$ cat src/rtl/ps2_key_decoder.sv
// PS/2 keyboard receiver: synchronised, glitch-filtered frame capture,
// break-code tagging, show-ahead FIFO and WASD direction tracking.
// Odd-parity checking is enabled by defining PS2_PARITY_CHECK_EN.
module ps2_key_decoder #(
  parameter int FILTER_LEN     = 4,
  parameter int TIMEOUT_CYCLES = 100000,
  parameter int FIFO_DEPTH     = 8
) (
  input  logic       clk,
  input  logic       rst,
  input  logic       SCL,
  input  logic       SDA,
  output logic [7:0] code_data,
  output logic       code_break,
  output logic       code_valid,
  input  logic       code_ready,
  output logic [2:0] direction,
  output logic       frame_err,
  output logic       fifo_overflow
);

  localparam int AW  = $clog2(FIFO_DEPTH);
  localparam int FCW = $clog2(FILTER_LEN + 1);
  localparam int TW  = $clog2(TIMEOUT_CYCLES + 1);

  localparam logic [2:0] DIR_W   = 3'b011;
  localparam logic [2:0] DIR_A   = 3'b010;
  localparam logic [2:0] DIR_S   = 3'b001;
  localparam logic [2:0] DIR_D   = 3'b000;
  localparam logic [2:0] DIR_RST = 3'b100;

  typedef enum logic [1:0] {
    IDLE,
    RECV,
    CHECK
  } state_t;

  logic           scl_s1_q, scl_s2_q;
  logic           sda_s1_q, sda_s2_q;
  logic           scl_f_q, scl_f_d;
  logic [FCW-1:0] flt_cnt_q, flt_cnt_d;
  logic           sample_ev;

  state_t         state_q, state_d;
  logic [3:0]     bit_cnt_q, bit_cnt_d;
  logic [TW-1:0]  to_cnt_q, to_cnt_d;
  logic [7:0]     data_q, data_d;
  logic           stop_q, stop_d;
  logic           err_q, err_d;
  logic           brk_q, brk_d;
  logic [2:0]     dir_q, dir_d;
  logic           ovf_q, ovf_d;
  logic           frame_ok;
  logic           par_ok;

  logic [8:0]     mem_q [FIFO_DEPTH];
  logic [AW:0]    wr_ptr_q, wr_ptr_d;
  logic [AW:0]    rd_ptr_q, rd_ptr_d;
  logic           empty, full;
  logic           good, push, pop, wr_en;

  // The filtered level flips only after FILTER_LEN samples disagree with it
  always_comb begin
    scl_f_d   = scl_f_q;
    flt_cnt_d = '0;
    if (scl_s2_q != scl_f_q) begin
      if (flt_cnt_q == FCW'(FILTER_LEN - 1)) begin
        scl_f_d = scl_s2_q;
      end else begin
        flt_cnt_d = flt_cnt_q + 1'b1;
      end
    end
  end

  assign sample_ev = scl_f_q & ~scl_f_d;

`ifdef PS2_PARITY_CHECK_EN
  logic par_q, par_d;
  assign par_ok = ^{par_q, data_q};
`else
  assign par_ok = 1'b1;
`endif

  assign frame_ok = stop_q & par_ok;

  always_comb begin
    state_d   = state_q;
    bit_cnt_d = bit_cnt_q;
    to_cnt_d  = to_cnt_q;
    data_d    = data_q;
    stop_d    = stop_q;
    err_d     = 1'b0;
`ifdef PS2_PARITY_CHECK_EN
    par_d     = par_q;
`endif
    unique case (state_q)
      IDLE: begin
        bit_cnt_d = '0;
        to_cnt_d  = '0;
        if (sample_ev && !sda_s2_q) begin
          state_d = RECV;
        end
      end
      RECV: begin
        if (sample_ev) begin
          to_cnt_d  = '0;
          bit_cnt_d = bit_cnt_q + 1'b1;
          if (bit_cnt_q < 4'd8) begin
            data_d = {sda_s2_q, data_q[7:1]};
          end
`ifdef PS2_PARITY_CHECK_EN
          if (bit_cnt_q == 4'd8) begin
            par_d = sda_s2_q;
          end
`endif
          if (bit_cnt_q == 4'd9) begin
            stop_d  = sda_s2_q;
            state_d = CHECK;
          end
        end else if (to_cnt_q == TW'(TIMEOUT_CYCLES - 1)) begin
          state_d = IDLE;
          err_d   = 1'b1;
        end else begin
          to_cnt_d = to_cnt_q + 1'b1;
        end
      end
      CHECK: begin
        state_d   = IDLE;
        bit_cnt_d = '0;
        err_d     = ~frame_ok;
      end
      default: state_d = IDLE;
    endcase
  end

  assign good  = (state_q == CHECK) && frame_ok;
  assign push  = good && (data_q != 8'hF0);
  assign empty = (wr_ptr_q == rd_ptr_q);
  assign full  = (wr_ptr_q[AW] != rd_ptr_q[AW]) &&
                 (wr_ptr_q[AW-1:0] == rd_ptr_q[AW-1:0]);
  assign pop   = !empty && code_ready;
  assign wr_en = push && (!full || pop);

  always_comb begin
    brk_d    = brk_q;
    dir_d    = dir_q;
    ovf_d    = push && full && !pop;
    wr_ptr_d = wr_ptr_q + (AW+1)'(wr_en);
    rd_ptr_d = rd_ptr_q + (AW+1)'(pop);
    if (good) begin
      brk_d = (data_q == 8'hF0);
    end
    if (push && !brk_q) begin
      unique case (1'b1)
        (data_q == 8'h1D): if (dir_q != DIR_S) dir_d = DIR_W;
        (data_q == 8'h1C): if (dir_q != DIR_D) dir_d = DIR_A;
        (data_q == 8'h1B): if (dir_q != DIR_W) dir_d = DIR_S;
        (data_q == 8'h23): if (dir_q != DIR_A) dir_d = DIR_D;
        (data_q == 8'h29): dir_d = DIR_RST;
        default: dir_d = dir_q;
      endcase
    end
  end

  always_ff @(posedge clk) begin
    if (rst) begin
      scl_s1_q  <= 1'b1;
      scl_s2_q  <= 1'b1;
      sda_s1_q  <= 1'b1;
      sda_s2_q  <= 1'b1;
      scl_f_q   <= 1'b1;
      flt_cnt_q <= '0;
      state_q   <= IDLE;
      bit_cnt_q <= '0;
      to_cnt_q  <= '0;
      data_q    <= '0;
      stop_q    <= 1'b0;
      err_q     <= 1'b0;
      brk_q     <= 1'b0;
      dir_q     <= DIR_S;
      ovf_q     <= 1'b0;
      wr_ptr_q  <= '0;
      rd_ptr_q  <= '0;
    end else begin
      scl_s1_q  <= SCL;
      scl_s2_q  <= scl_s1_q;
      sda_s1_q  <= SDA;
      sda_s2_q  <= sda_s1_q;
      scl_f_q   <= scl_f_d;
      flt_cnt_q <= flt_cnt_d;
      state_q   <= state_d;
      bit_cnt_q <= bit_cnt_d;
      to_cnt_q  <= to_cnt_d;
      data_q    <= data_d;
      stop_q    <= stop_d;
      err_q     <= err_d;
      brk_q     <= brk_d;
      dir_q     <= dir_d;
      ovf_q     <= ovf_d;
      wr_ptr_q  <= wr_ptr_d;
      rd_ptr_q  <= rd_ptr_d;
    end
  end

`ifdef PS2_PARITY_CHECK_EN
  always_ff @(posedge clk) begin
    if (rst) par_q <= 1'b0;
    else     par_q <= par_d;
  end
`endif

  always_ff @(posedge clk) begin
    if (wr_en) begin
      mem_q[wr_ptr_q[AW-1:0]] <= {brk_q, data_q};
    end
  end

  assign code_valid    = !empty;
  assign {code_break, code_data} =
    empty ? 9'h000 : mem_q[rd_ptr_q[AW-1:0]];
  assign direction     = dir_q;
  assign frame_err     = err_q;
  assign fifo_overflow = ovf_q;

endmodule

$ cat config.mk
export PLATFORM = sky130hd
export DESIGN_NAME = ps2_key_decoder
export DESIGN_NICKNAME = d
export VERILOG_FILES = /design/src/rtl/ps2_key_decoder.sv
export SDC_FILE = /design/constraint.sdc
export NUM_CORES = 1
export LEC_CHECK = 0
export ABC_CLOCK_PERIOD_IN_PS = 3300
export CAP_MARGIN = 15
export CORE_MARGIN = 2
export CORE_UTILIZATION = 50
export CTS_CLUSTER_DIAMETER = 60
export CTS_CLUSTER_SIZE = 16
export DETAILED_ROUTE_END_ITERATION = 16
export GPL_ROUTABILITY_DRIVEN = 0
export PLACE_DENSITY = 0.67
export SLEW_MARGIN = 20
export SYNTH_ARGS = -nofsm -noshare
export SYNTH_HDL_FRONTEND = slang
export SYNTH_SLANG_ARGS = --single-unit
$ cat constraint.sdc
create_clock -name clk -period 3.3 [get_ports clk]
set_input_delay 0.495 -clock clk [delete_from_list [all_inputs] [get_ports clk]]
set_output_delay 0.495 -clock clk [all_outputs]
set_load 0.005 [all_outputs]
# Word level (Yosys, flattened, before mapping)
# Memory sizes are Yosys's and may differ from the RTL's. A register that Yosys moved wholly into a read port is not among the register bits.
# Index checks and enable logic that the tools add are counted.
# op_classes
addsub	5
order_cmp	1
eq_ne	28
muxes	24
n_bitwise	4
n_reduce_logical	28
# ops
operator	count
17-bit two-way mux	2
17-bit case mux with 2 select lines	1
8-bit by 5-bit equality test with 1-bit output, second input constant	3
17-bit by 1-bit adder with 17-bit output, second input constant	1
17-bit equality test, second input constant	1
8-bit by 6-bit equality test with 1-bit output, second input constant	2
3-bit two-way mux	5
3-bit case mux with 5 select lines	1
1-bit logical AND	9
9-bit two-way mux	1
3-bit inequality test, second input constant	3
3-bit AND reduction	3
4-bit by 1-bit adder with 4-bit output	2
8-bit equality test, second input constant	1
2-bit two-way mux	4
2-bit by 1-bit inequality test with 1-bit output, second input constant	4
8-bit inequality test, second input constant	1
4-bit case mux with 2 select lines	1
1-bit two-way mux	6
3-bit by 2-bit inequality test with 1-bit output, second input constant	2
6-bit AND reduction	1
1-bit zero test	5
5-bit nonzero test	1
4-bit by 1-bit adder with 4-bit output, second input constant	1
other kinds (23)	29
# word_totals
register_bits	54
ramBits	72
in_bits	5
output_inout_bits	15
wordCells	108
mem_count	1
# memory_table
name	depth	width	rd	rd_ports_with_merged_regs	write_ports	line	source
mem_q	8	9	1	1	1	56	logic [8:0] mem_q [FIFO_DEPTH];

# Depth between registers and ports, before layout
# depth
word_depth	8
ltp_mapped	9
depth_no_buf	8

# Least setup slack after synthesis
# No wires, ideal clock.
# synth_timing
kind	register -> register
start	reg data_q[1]
end	mem mem_q[0][0] (enable)
setup_ns	0.387
t_arrival_ns	1.829
t_required_ns	2.913
setup_slack_ns	1.084
path_stages_with_launch	7
n_path_buf	1
cell_sequence	dfxtp_1 buf_6 or4b_1 o211ai_2 a41oi_1 nand2b_1 nor3_1
# synth_via
elab_chain_len	5
# synth_rtl
item	line	source
start, declared	47	logic [7:0] data_q, data_d;
start signal, assigned	194	data_q <= data_d;
8-bit inequality test	137	assign push = good && (data_q != 8'hF0);
1-bit logical AND	137	
1-bit logical AND	142	assign wr_en = push && (!full || pop);
1-bit two-way mux	213	if (wr_en) begin
1-bit two-way mux (not written as such)	214	mem_q[wr_ptr_q[AW-1:0]] <= {brk_q, data_q};
end, declared	56	
# No other way between the ends.

# Worst setup path after layout
# layout_timing
start	reg rd_ptr_q[0]
end	out code_data[4]
# layout_via
elab_chain_len	2
# layout_rtl
item	line	source
start, declared	58	logic [AW:0] rd_ptr_q, rd_ptr_d;
start signal, assigned	201	rd_ptr_q <= rd_ptr_d;
4-bit equality test	138	assign empty = (wr_ptr_q == rd_ptr_q);
9-bit two-way mux	220	empty ? 9'h000 : mem_q[rd_ptr_q[AW-1:0]];
end, declared	13	output logic [7:0] code_data,
# No other way between the ends.

==> flow_summary.json <==
{
  "status": "finished, final reports clean",
  "slew_viol_final": 0,
  "crit_path_start_kind": "flop",
  "die_h_um": 109,
  "powerDensity_nw_per_um2": 533,
  "fin_nets": 487,
  "final_cell_mix": "72 x edfxtp_1, 54 x dfxtp_1, 48 x nor2_1, 24 x a21oi_1, 23 x nand2_1",
  "pre_cts_slack_ns": 0.577,
  "antenna_found_initial": 0,
  "globalRouteOverflowTotal": 0,
  "core_um2": 10800,
  "final_common_cell": "edfxtp_1",
  "vdd_drop_max_mv": 0.344,
  "crit_slowest_cell": "mux4_2",
  "cp.arrival_ns": 2.50,
  "start_util_pct": 51.2,
  "ys.flop_type": "edfxtp_1",
  "switchingPower_mw": 0.746,
  "tightest_slew_ns": 0.984,
  "holdWs_ns": 0.410,
  "intPower_mw": 2.69,
  "grt_pass1_wl_um": 17400,
  "drt_iter0_markers": 200,
  "ios": 20,
  "end_kind": "primary output",
  "clockRootBuffer": "clkbuf_8",
  "fp.dieArea_um2": 11900,
  "dp_cells": 591,
  "cts_tree": "yes",
  "cts_setup_buffers": 0,
  "syn-num-nets": 457,
  "syn2layout_area_growth_pct": 16.5,
  "timing.final.crit_share_pct": 90.7,
  "leakagePower_nw": 2.12,
  "cp_max_fo": 18,
  "yosysWarnings": 0,
  "required_ns": 2.80,
  "async_flop_share_pct": 0,
  "synth-edff-count": 72,
  "rsz0062_at_grt": "false",
  "drtAntennaViolNets": 0,
  "clk_pin_slew_ns": 0.06,
  "hp-class": "flop to flop",
  "firstDrtPassIters": 4,
  "ys_types": 62,
  "setup_violations": 0,
  "stdcell_count": 623,
  "ys_seq_area_share_pct": 58.6,
  "viasPerCell": 5.60,
  "met2_usage_pct": 31.4,
  "seq_power_share_pct": 48.2,
  "grtUsageMet1_pct": 26.3,
  "wire_per_inst_um": 17.3,
  "gr-usage-met3_pct": 4.72,
  "numCtsBuffers": 17,
  "drc": 0,
  "port_buffers": 19,
  "fmax_ghz": 0.334,
  "setup_slack_ns": 0.308,
  "n_fill_cell": 862,
  "max_stage_delay_ns": 0.60,
  "htree_levels": 4,
  "post_cts_resized": 0,
  "setup_tns_ns": 0,
  "gr-usage-all-layers_pct": 19.7,
  "power_frac_comb_pct": 2.3,
  "netlist.area_leader.share_pct": 39.1,
  "ctsHoldBuffers": 0,
  "ys_seq_elements": 126,
  "syn-cell-area_um2": 5530,
  "slew_headroom_pct": 34.2,
  "insertion_delay_ns": 0.51,
  "hold_depth": 1,
  "fin_crit_ns": 2.99,
  "synth.largest_area_cell": "edfxtp_1",
  "clock_skew_ns": 0.00547,
  "hold_violations": 0,
  "detailroute.via_count": 3491,
  "syn_inst": 440,
  "syn_area_per_cell_um2": 12.6,
  "power_frac_clock_pct": 49.6,
  "clock_path_buffers": 2,
  "antennaDiodeCount": 0,
  "reg2reg_depth": 5,
  "setup.worst_path.class": "flop to primary output",
  "place_hpwl_um": 7000,
  "synth_area_leaders": "edfxtp_1 39%, dfxtp_1 20%, mux4_2 7.3%",
  "p_sw_share_pct": 21.7,
  "grt_max_degree": 22,
  "worstPathCellList": "buf_4, mux4_2, mux2i_1, nor2_1, clkdlybuf4s50_1",
  "drv_cap": 0,
  "die_x_um": 109,
  "routed_wirelength_um": 10800,
  "busiest_layer": "met2",
  "grt_pass1_vias": 3419,
  "tritoncts_num_sinks": 126,
  "drive_gt1_share_pct": 17.8,
  "row_count": 38
}
==> per-layer routing <==
layer	share of wire [%]	wire length, um
met5	0	0
met2	50	5390
met4	1.0	112
met1	45	4830
met3	4.1	437
==> path summary, 6_finish.rpt <==
| path | start | end | slack (ns) |
|---|---|---|---|
| max | rd_ptr_q[0] | code_data[4] | 0.31 |
| min | sda_s1_q | sda_s2_q | 0.41 |
| max reg2reg | data_q[0] | mem_q[5][7] | 0.74 |
| min reg2reg | sda_s1_q | sda_s2_q | 0.41 |
==> per-stage QoR <==
step	total power, mW	cell area [um2]	utilization (%)
finish	3.43	6440	59.7
global route	3.55	6440	59.7
CTS	3.46	6440	59.7
detailed placement	1.76	5890	54.6
global placement	1.76	5890	54.6
floorplan	1.74	5530	-
==> logic make-up (layout without fill, tap and decap cells) <==
family	Yosys count	after routing	share of synthesized area, %
mux	33	33	10.1
buf+inv	31	74	2.65
simple gates	155	155	15.6
flops	126	126	58.6
xor+xnor	18	18	2.85
fa+ha+maj	12	12	2.71
compound gates	65	65	7.38
==> cell usage after synthesis (all sizes together), types with 3 or more instances <==
cell and instances:
inv 9, clkbuf 11, edfxtp 72, nor4 3, a21oi 25, buf 11
nand2b 4, dfxtp 54, mux2i 14, a41oi 3, nor3 11, xnor2 11
a31oi 5, and3 5, ha 12, nor4b 6, o21ai 16, nor2b 8
or3 3, nand4 5, nand3 12, mux4 18, a22oi 3, or4 3
or2 7, xor2 7, nand2 23, nand4b 4, nor2 49
==> cell type report <==
class / count / area (um2) / area share, %
flip-flops and latches: 126 / 3240 / 50.3
multi-input cells: 283 / 2140 / 33.2
clock buffers: 18 / 418 / 6.49
repair buffers: 33 / 295 / 4.58
well taps: 140 / 175 / 2.72
clock inverters: 14 / 135 / 2.10
inverters: 9 / 33.8 / 0.524
==> flip-flops by register name (all words and copies together), names as in the netlist, 3 cells and up <==
name and cells:
mem_q 72, to_cnt_q 17, data_q 8, bit_cnt_q 4
rd_ptr_q 4, wr_ptr_q 4, direction 3, flt_cnt_q 3
==> power groups by stage <==
stage / Combinational, mW / Sequential (mW) / Clock [mW]
floorplan: 0.0582 / 1.68 / 0
global placement: 0.0769 / 1.69 / 0
detailed placement: 0.0772 / 1.69 / 0
CTS: 0.0773 / 1.65 / 1.73
global route: 0.0891 / 1.65 / 1.80
finish: 0.0774 / 1.65 / 1.70
==> critical path, delay by kind of cell, from the launching register on <==
kind	cells	cell delay [ns]
buffers and inverters	2	0.80
flip-flops	1	0.39
multiplexers	2	0.75
AND/OR/NAND/NOR	1	0.05
Note: power is estimated with default switching activity, not from simulation.
